File: src/rtl/param_fifo.sv
// param_fifo: parameterised synchronous FIFO with registered read port and occupancy flags.
// Define FIFO_ERR_FLAGS_EN to enable sticky overflow/underflow; otherwise both are tied to 0.
module param_fifo #(
  parameter int DATA_WIDTH = 16,
  parameter int ADDR_WIDTH = 4,
  parameter int AF_LEVEL = (1 << ADDR_WIDTH) - 2,
  parameter int AE_LEVEL = 2
) (
  input  logic                  clk,
  input  logic                  rst,
  input  logic                  wr_en,
  input  logic [DATA_WIDTH-1:0] wr_data,
  input  logic                  rd_en,
  output logic [DATA_WIDTH-1:0] rd_data,
  output logic                  rd_valid,
  output logic                  full,
  output logic                  empty,
  output logic                  almost_full,
  output logic                  almost_empty,
  output logic [ADDR_WIDTH:0]   count,
  output logic                  overflow,
  output logic                  underflow
);
  localparam int DEPTH = 1 << ADDR_WIDTH;
  logic [DATA_WIDTH-1:0] mem [DEPTH];
  logic [ADDR_WIDTH:0] wr_ptr, rd_ptr;
  logic wr_ok, rd_ok;
  // The extra pointer MSB distinguishes full from empty when the addresses match.
  assign count = wr_ptr - rd_ptr;
  assign empty = wr_ptr == rd_ptr;
  assign full = (wr_ptr[ADDR_WIDTH] != rd_ptr[ADDR_WIDTH]) &&
                (wr_ptr[ADDR_WIDTH-1:0] == rd_ptr[ADDR_WIDTH-1:0]);
  assign almost_full = int'(count) >= AF_LEVEL;
  assign almost_empty = int'(count) <= AE_LEVEL;
  assign wr_ok = wr_en && !full;
  assign rd_ok = rd_en && !empty;
  always_ff @(posedge clk) begin
    if (rst) begin
      wr_ptr <= '0;
      rd_ptr <= '0;
      rd_data <= '0;
      rd_valid <= 1'b0;
    end else begin
      if (wr_ok) wr_ptr <= wr_ptr + 1'b1;
      if (rd_ok) begin
        rd_ptr <= rd_ptr + 1'b1;
        rd_data <= mem[rd_ptr[ADDR_WIDTH-1:0]];
      end
      rd_valid <= rd_ok;
    end
  end
  always_ff @(posedge clk)
    if (wr_ok && !rst) mem[wr_ptr[ADDR_WIDTH-1:0]] <= wr_data;
`ifdef FIFO_ERR_FLAGS_EN
  always_ff @(posedge clk) begin
    if (rst) begin
      overflow <= 1'b0;
      underflow <= 1'b0;
    end else begin
      overflow <= overflow | (wr_en & full);
      underflow <= underflow | (rd_en & empty);
    end
  end
`else
  assign overflow = 1'b0;
  assign underflow = 1'b0;
`endif
endmodule

File: config.mk
export PLATFORM = sky130hd
export DESIGN_NAME = param_fifo
export DESIGN_NICKNAME = d
export VERILOG_FILES = /design/src/rtl/param_fifo.sv
export SDC_FILE = /design/constraint.sdc
export NUM_CORES = 1
export LEC_CHECK = 0
export CAP_MARGIN = 5
export CORE_ASPECT_RATIO = 0.75
export CORE_MARGIN = 8
export CORE_UTILIZATION = 34
export DETAILED_ROUTE_END_ITERATION = 7
export HOLD_SLACK_MARGIN = 0.1
export PLACE_DENSITY = 0.49
export SLEW_MARGIN = 20
export SYNTH_ARGS = -nofsm -noshare
export SYNTH_HDL_FRONTEND = slang
export SYNTH_SLANG_ARGS = --single-unit
File: constraint.sdc
create_clock -name clk -period 4.6 [get_ports clk]
set_clock_uncertainty 0.15 [all_clocks]
set_input_delay 0.46 -clock clk [delete_from_list [all_inputs] [get_ports clk]]
set_output_delay 0.46 -clock clk [all_outputs]
set_load 0.05 [all_outputs]
== Word-level counts from Yosys, hierarchy flattened ==
Memory sizes are Yosys's and may differ from the RTL's. A register that Yosys moved wholly into a read port is not among the register bits.
Index checks and enable logic that the tools add are counted.
Widths: inputs -> output; s select.

* $add $sub $neg: 3
* Magnitude comparators: 2
* Eq/ne operators: 3
* Multiplexer cells: 2
* Reduce and logical (&&, ||, !) cells: 7

{| class="wikitable"
|+ Operators by type and width
! kind !! count
|-
| $add 5x1->5 const B || 2
|-
| $eq 5x5->1 || 1
|-
| $ge 5x4->1 const B || 1
|-
| $le 5x2->1 const B || 1
|-
| $sub 5x5->5 || 1
|-
| $eq 4x4->1 || 1
|-
| $logic_and 1x1->1 || 4
|-
| $logic_not 1->1 || 3
|-
| $mux 1 || 2
|-
| $ne 1x1->1 || 1
|}

* Flip-flop bits (word level): 11
* Memory bits (writable): 256
* Bits of input ports: 20
* Output and inout port bits: 28
* Logic and storage cells: 21
* Memories: 1

{| class="wikitable"
|+ Memories
! name !! words !! bits a word !! read ports !! clocked after memory_dff !! wr ports !! line !! text
|-
| mem || 16 || 16 || 1 || 1 || 1 || 25 || <nowiki>logic [DATA_WIDTH-1:0] mem [DEPTH];</nowiki>
|}

== Depth between registers and ports, before layout ==
Gate-level depths: netlist of the first run.

* Depth after elaboration: 7
* Gate-level depth with buffers: 11

== Worst setup path before layout of the first run ==
OpenSTA, ideal clock, no wires.

* Path type: flip-flop to output port
* From: register rd_ptr[1]
* To: output port almost_empty
* Arrival time: 3,421 ps
* Setup slack: 569 ps
* Stages on the path, launching flop included: 10
* Path buffers: 3
* Path through: dfxtp_1 buf_2 buf_6 buf_2 inv_1 fa_1 a21o_1 a21oi_1 xnor2_1 a211oi_1

* Cells in the longest elaborated chain, start to end: 2

{| class="wikitable"
|+ RTL lines
! what !! line !! text
|-
| from (decl) || 26 || <nowiki>logic [ADDR_WIDTH:0] wr_ptr, rd_ptr;</nowiki>
|-
| from (signal assigned) || 46 || <nowiki>rd_ptr <= rd_ptr + 1'b1;</nowiki>
|-
| $sub 5x5->5 || 29 || <nowiki>assign count = wr_ptr - rd_ptr;</nowiki>
|-
| via count[4] || 20 || <nowiki>output logic [ADDR_WIDTH:0] count,</nowiki>
|-
| $le 5x2->1 || 34 || <nowiki>assign almost_empty = int'(count) <= AE_LEVEL;</nowiki>
|-
| to (decl) || 19 || <nowiki>output logic almost_empty,</nowiki>
|}

The timed path passes the listed nets, and every way through them passes these cells.

== Final worst setup path of the first run ==
* From: register rd_ptr[1]
* To: output port almost_empty

* Cells in the longest elaborated chain, start to end: 2

{| class="wikitable"
|+ RTL lines
! what !! line
|-
| $sub 5x5->5 || 29
|-
| $le 5x2->1 || 34
|}

Every way passes these cells.

==> qor.yml, run 1 <==
run_status: "finished, final reports clean"
coreArea_sq_mm: 0.0323
startpoint: "rd_ptr[1]"
synth_mux_area_share_pct: 13.9
setup_tns_ns: 0
drt_iter0_drc: 474
numCtsBuffers: 28
synthAdderAreaFrac_pct: 1.19
hold_ws_ns: 0.358
placed_area_sq_mm: 0.0122
drc: 0
instances_no_fill: 1153
grt_pass1_wl_mm: 40.0
gr-usage-met3_pct: 2.57
fin_area_sq_mm: 0.0130
antenna_left: 0
drive_gt1_share_pct: 18.1
cts_tree: "built"
dr.pass1.iters: 7
layout_common_cells: "edfxtp_1 (256), mux2i_1 (65), clkdlybuf4s50_1 (45)"
clock_path_buffers: 3
power.total_mw: 6.04
cp.arrival_ns: 3.35
synthSimpleGateAreaFrac_pct: 3.87
crit-reg2reg-capture: "mem[2][14]"
synth_area_leaders: "edfxtp_1 (69%), mux4_2 (6.5%), mux2i_1 (5.8%)"
powerDensity_mw_per_mm2: 463
synth_cells: 627
tightest_slew_ns: 1.04
regToRegSetupSlack_ns: 1.06
setup_viol: 0
syn_avg_cell_area_sq_um: 17.7
cts_sinks: 283
ys_seq_elements: 283
yosys_warnings: 0
initial_core_util_pct: 34.4
clock_latency_ns: 0.54
grtUsageTotal_pct: 13.7
cts_resized: 0
fill_cells: 2886
syn_to_final_growth_pct: 17.2
crit_path_max_fanout: 22
use_met1_pct: 20.2
cts_root_buf: "clkbuf_16"
hold_violations: 0
die_area_sq_mm: 0.0388
synth_xor_area_share_pct: 0.934
antenna_found_initial: 2
grt_max_degree: 54
routed_wl_mm: 26.9
htreeDepth: 1
reg2reg_depth: 8
gp_congestion: 0.770
yosysTopAreaCellShare_pct: 69.1
maxSlewViolCount: 0
grt-ovfl-total: 0
seq_area_frac_synth_pct: 74.0
max-cap-violations: 0
yosysTopAreaCell: "edfxtp_1"
power_leakage_nw: 4.03
postCtsHoldBufs: 0
synth_compound_area_share_pct: 4.08
required_ns: 3.99
synth_top_family_by_area: "multiplexers"
endpoint: "almost_empty"
dieWidth_um: 225
port_buffers: 45
die_h_um: 173
ir_drop_mv: 0.275
crit_path_start_kind: "flip-flop"
post_cts_buffers: 0
hold_class: "reg2reg"
timing.rr.start: "rd_ptr[3]"
n_antenna_cell: 0
endpoint_kind: "output port"
syn_area_sq_mm: 0.0111
ioPinCount: 48
clkTransAtPathRegs_ns: 0.06
routed_via_density: 5.07
clock.fmax_mhz: 253
rsz0062_at_grt: "false"
post-route-period-util_pct: 86.1
busiest_layer: "met2"
avgRoutedWirePerCell_um: 23.3
grtUsageMet2_pct: 20.8
place_inst: 1101
post-route-min-period_ns: 3.96
grt_pass1_vias: 6021
vias: 5844
slew-limit-headroom_pct: 30.2
final_common_cell: "edfxtp_1"
hpwl_mm: 16.6
nets: 719
std_cell_rows: 57
critPathKind: "reg2out"
synth_cell_types: 42
## metrics by stage
stage / utilization (%) / setup WS (ns)
5_1_grt: 40.3 / 0.474
3_3_place_gp: 37.7 / 1.17
2_1_floorplan: - / 0.569
3_5_place_dp: 37.7 / 1.07
4_1_cts: 40.3 / 0.583
6_report: 40.3 / 0.641
## worst max-delay path: stages (launching register included)
cell             delay (ns)
dfxtp_4                0.59
inv_1                  0.15
ha_1                   0.32
nor2b_1                0.14
o21a_1                 0.17
or3_1                  0.34
a211oi_1               0.25
clkdlybuf4s50_1        0.85
## where the power goes
group          leakage, nW  switching (mW)  internal (mW)
Sequential            2.53          0.0459           2.86
Clock                0.415           0.913           1.22
Combinational         1.08           0.635          0.361
Total                 4.03            1.59           4.45
## cells in the mapped netlist (all sizes together)
cell type	n
xnor2	8
a41o	1
conb	1
a21boi	1
nor2	39
mux4	32
o211ai	1
mux2i	65
o21ai	4
nor3	20
dfxtp	27
and4	1
or3b	1
nand2	23
edfxtp	256
a2111oi	1
or3	2
o2111ai	1
nor2b	1
a21o	2
clkinv	1
a211oi	20
nand2b	2
o21a	1
fa	1
buf	23
nand3	3
o22ai	32
ha	9
a21oi	3
nand4	1
mux2	16
inv	8
xor2	3
and2	2
clkbuf	13
nand3b	2
## metal layers
layer / wire length (um) / share of wire [%] / up-vias
li1: - / - / 2599
met2: 12000 / 45 / 146
met5: 0 / 0 / -
met1: 12900 / 48 / 3064
met3: 1410 / 5.2 / 35
met4: 510 / 1.9 / 0
## layout make-up
type / count / area (sq um) / area share [%]
multi-input cells: 300 / 2740 / 21.0
repair buffers: 67 / 616 / 4.72
clock inverters: 7 / 37.5 / 0.288
clock buffers: 45 / 826 / 6.34
well taps: 442 / 553 / 4.24
inverters: 9 / 33.8 / 0.259
flip-flops and latches: 283 / 8230 / 63.2
## logic make-up (layout without fill, tap and decap cells)
kind of cell	count (synthesis)	after routing
DFF	283	283
muxes	113	113
and+or+nand+nor	97	97
AOI/OAI and AO/OA	67	67
buffers and inverters	45	128
xor gates and xnor gates	11	11
adders and majority gates	10	10
other	1	2
## state kept, by name, indices dropped and copies added, names as in the netlist
register  count
rd_ptr        5
rd_valid      1
mem         256
wr_ptr        5
rd_data      16
## worst min-delay path by stage
| stage | startpoint | end | slack, ns | cells past startpoint |
|---|---|---|---|---|
| 6_report | rd_data[3] | rd_data[3] | 0.36 | 2 |
| 2_1_floorplan | wr_data[0] | mem[0][0] | 0.41 | 0 |
| 3_5_place_dp | rd_data[11] | rd_data[11] | 0.36 | 2 |
| 4_1_cts | rd_data[11] | rd_data[11] | 0.36 | 2 |
| 3_3_place_gp | rd_data[2] | rd_data[2] | 0.36 | 2 |
| 5_1_grt | rd_data[14] | rd_data[14] | 0.39 | 2 |
Note: power is estimated with default switching activity, not from simulation.
==> run 2: changes to the inputs <==
Settings changed: ABC_CLOCK_PERIOD_IN_PS set to 4600.
==> results of run 2 <==
Same layout as run 1: the final DEF is identical, and so are final timing and power.
==> run 3: changes to the inputs <==
Settings changed: CORE_MARGIN 8 to 3.
==> run 3 against run 2 <==
Net effect: critical endpoint unchanged; setup slack gained 0.067 ns; largest power group unchanged; non-clock buffer count shrank 11; via count shrank 2.3%; global-route usage grew 1.7 points; clock power grew 8%; register-to-register slack gained 0.02 ns; clock-buffer cell count shrank 13; highest routed layer unchanged; wire length shrank 0.29%; die area shrank 10%; design area shrank 0.17%.
==> qor.yml, run 3 (synthesis results as in run 1) <==
run_status: "finished, final reports clean"  # unchanged
post-route-period-util_pct: 84.6  # was 86.1%
crit_top_cell: "inv_1"
grt_pass1_wl_mm: 40.0  # about the same
power_leakage_nw: 4.02  # was 4.03 nW
clock_path_buffers: 3  # unchanged
drt_iter0_drc: 476  # was 474
drc: 0  # unchanged
final_util_pct: 41.0  # was 40.3%
grtUsageTotal_pct: 15.4  # was 13.7%
power.total_mw: 6.22  # was 6.04 mW
place_inst: 1083  # was 1101
avgRoutedWirePerCell_um: 23.6  # was 23.3 um
grt-ovfl-total: 0  # unchanged
slew-limit-headroom_pct: 28.6  # was 30.2%
clock_latency_ns: 0.55  # was 0.54 ns
required_ns: 3.99  # about the same
antenna_left: 0  # unchanged
die_area_sq_mm: 0.0349  # was 0.0388 sq mm
critPathKind: "reg2out"  # unchanged
path_cells: "inv_1 -> ha_1 -> inv_1 -> fa_1 -> a21o_1 -> a21oi_1 -> xnor2_1 -> a211oi_1 -> clkdlybuf4s50_1"  # was inv_1 -> ha_1 -> nor2b_1 -> o21a_1 -> or3_1 -> a211oi_1 -> clkdlybuf4s50_1
hold_class: "reg2reg"  # unchanged
cts_tree: "built"  # unchanged
initial_core_util_pct: 35.0  # was 34.4%
powerDensity_mw_per_mm2: 478  # was 463 mW/mm^2
port_buffers: 45  # unchanged
dr_wl_met2_mm: 12.1  # was 12.0 mm
post-route-min-period_ns: 3.89  # was 3.96 ns
crit_slowest_cell: "clkdlybuf4s50_1"  # unchanged
die_h_um: 163  # was 173 um
drive_gt1_share_pct: 17.9  # was 18.1%
worst-path-buf-inv: 3  # was 2
clock.fmax_mhz: 257  # was 253 MHz
hold_violations: 0  # unchanged
nets: 708  # was 719
rsz0062_at_grt: "false"  # unchanged
gp_congestion: 0.778  # was 0.770
tightest_slew_ns: 1.07  # was 1.04 ns
largest_reg_flops: 256  # unchanged
path_depth: 9  # was 7
reg2reg_depth: 7  # was 8
maxSlewViolCount: 0  # unchanged
final_common_cell: "edfxtp_1"  # unchanged
hold_ws_ns: 0.365  # was 0.358 ns
dr.max_layer_used: "met4"  # unchanged
grt_pass1_vias: 5927  # was 6021
dieWidth_um: 215  # was 225 um
routed_wl_mm: 26.8  # was 26.9 mm
std_cell_rows: 56  # was 57
numCtsBuffers: 28  # unchanged
dr_wl_met3_mm: 1.46  # was 1.41 mm
ir_drop_mv: 0.280  # was 0.275 mV
endpoint_kind: "output port"  # unchanged
crit_path_start_kind: "flip-flop"  # unchanged
max-cap-violations: 0  # unchanged
syn_to_final_growth_pct: 17.0  # was 17.2%
fill_cells: 2840  # was 2886
post_cts_buffers: 0  # unchanged
grt_max_degree: 54  # unchanged
crit_path_max_fanout: 4  # was 22
wl_met1_mm: 12.7  # was 12.9 mm
cp.arrival_ns: 3.28  # was 3.35 ns
setup_tns_ns: 0  # unchanged
routed_via_density: 5.03  # was 5.07
ioPinCount: 48  # unchanged
instances_no_fill: 1135  # was 1153
cts_sinks: 283  # unchanged
htreeDepth: 1  # unchanged
setup_viol: 0  # unchanged
postCtsHoldBufs: 0  # unchanged
dr.pass1.iters: 5  # was 7
cts_root_buf: "clkbuf_16"  # unchanged
hpwl_mm: 17.0  # was 16.6 mm
clkTransAtPathRegs_ns: 0.06  # about the same
antenna_found_initial: 2  # unchanged
hold_depth: 2  # unchanged
worst_path_largest_cell_delay_ns: 0.85  # about the same
layout_common_cells: "edfxtp_1 (256), mux2i_1 (65), clkdlybuf4s50_1 (45)"  # unchanged
path_delay_family: "buffers and inverters"  # unchanged
n_antenna_cell: 0  # unchanged
vias: 5711  # was 5844
coreArea_sq_mm: 0.0317  # was 0.0323 sq mm
cts_resized: 0  # unchanged
-- run 3: cell type report --
class,instances,area [sq um],share of cell area [%]
clock buffer,32,737,5.66
clock inverter,20,200,1.54
inverter,9,33.8,0.260
multi-input combinational,300,2730,21.0
sequential,283,8230,63.3
tap,435,544,4.18
timing repair buffer,56,533,4.10
-- run 3: worst register-to-register path, cell delays in order (launching register included) --
cell      delay [ns]
dfxtp_1         0.45
clkinv_1        0.10
buf_4           0.21
ha_1            0.35
and4_1          0.28
a211oi_1        0.46
nand2_1         0.26
nor2_2          0.86
-- run 3: routing by layer --
| metal | global-route usage, % | vias to the layer above |
|---|---|---|
| li1 | - | 2577 |
| met4 | 3.02 | 0 |
| met3 | 3.36 | 37 |
| met5 | 0 | - |
| met1 | 23.0 | 2979 |
| met2 | 23.5 | 118 |
-- run 3: power by group --
part	switching (mW)	internal, mW	total (mW)
logic	0.649	0.362	1.01
registers	0.0345	2.86	2.89
clock network	0.947	1.37	2.32
total	1.63	4.59	6.22
-- run 3: final timing paths --
path	start	endpoint	slack [ns]
setup / recovery	wr_ptr[0]	almost_empty	0.71
hold / removal	rd_data[0]	rd_data[0]	0.36
setup reg to reg	rd_ptr[3]	mem[12][7]	1.08
hold reg to reg	rd_data[0]	rd_data[0]	0.36
-- run 3: metrics by stage --
stage	setup slack [ns]	cell area [sq um]
final	0.708	13000
after global routing	0.542	13000
after CTS	0.704	13000
after detailed placement	1.10	12100
after global placement	1.19	12100
after floorplan	0.569	11100
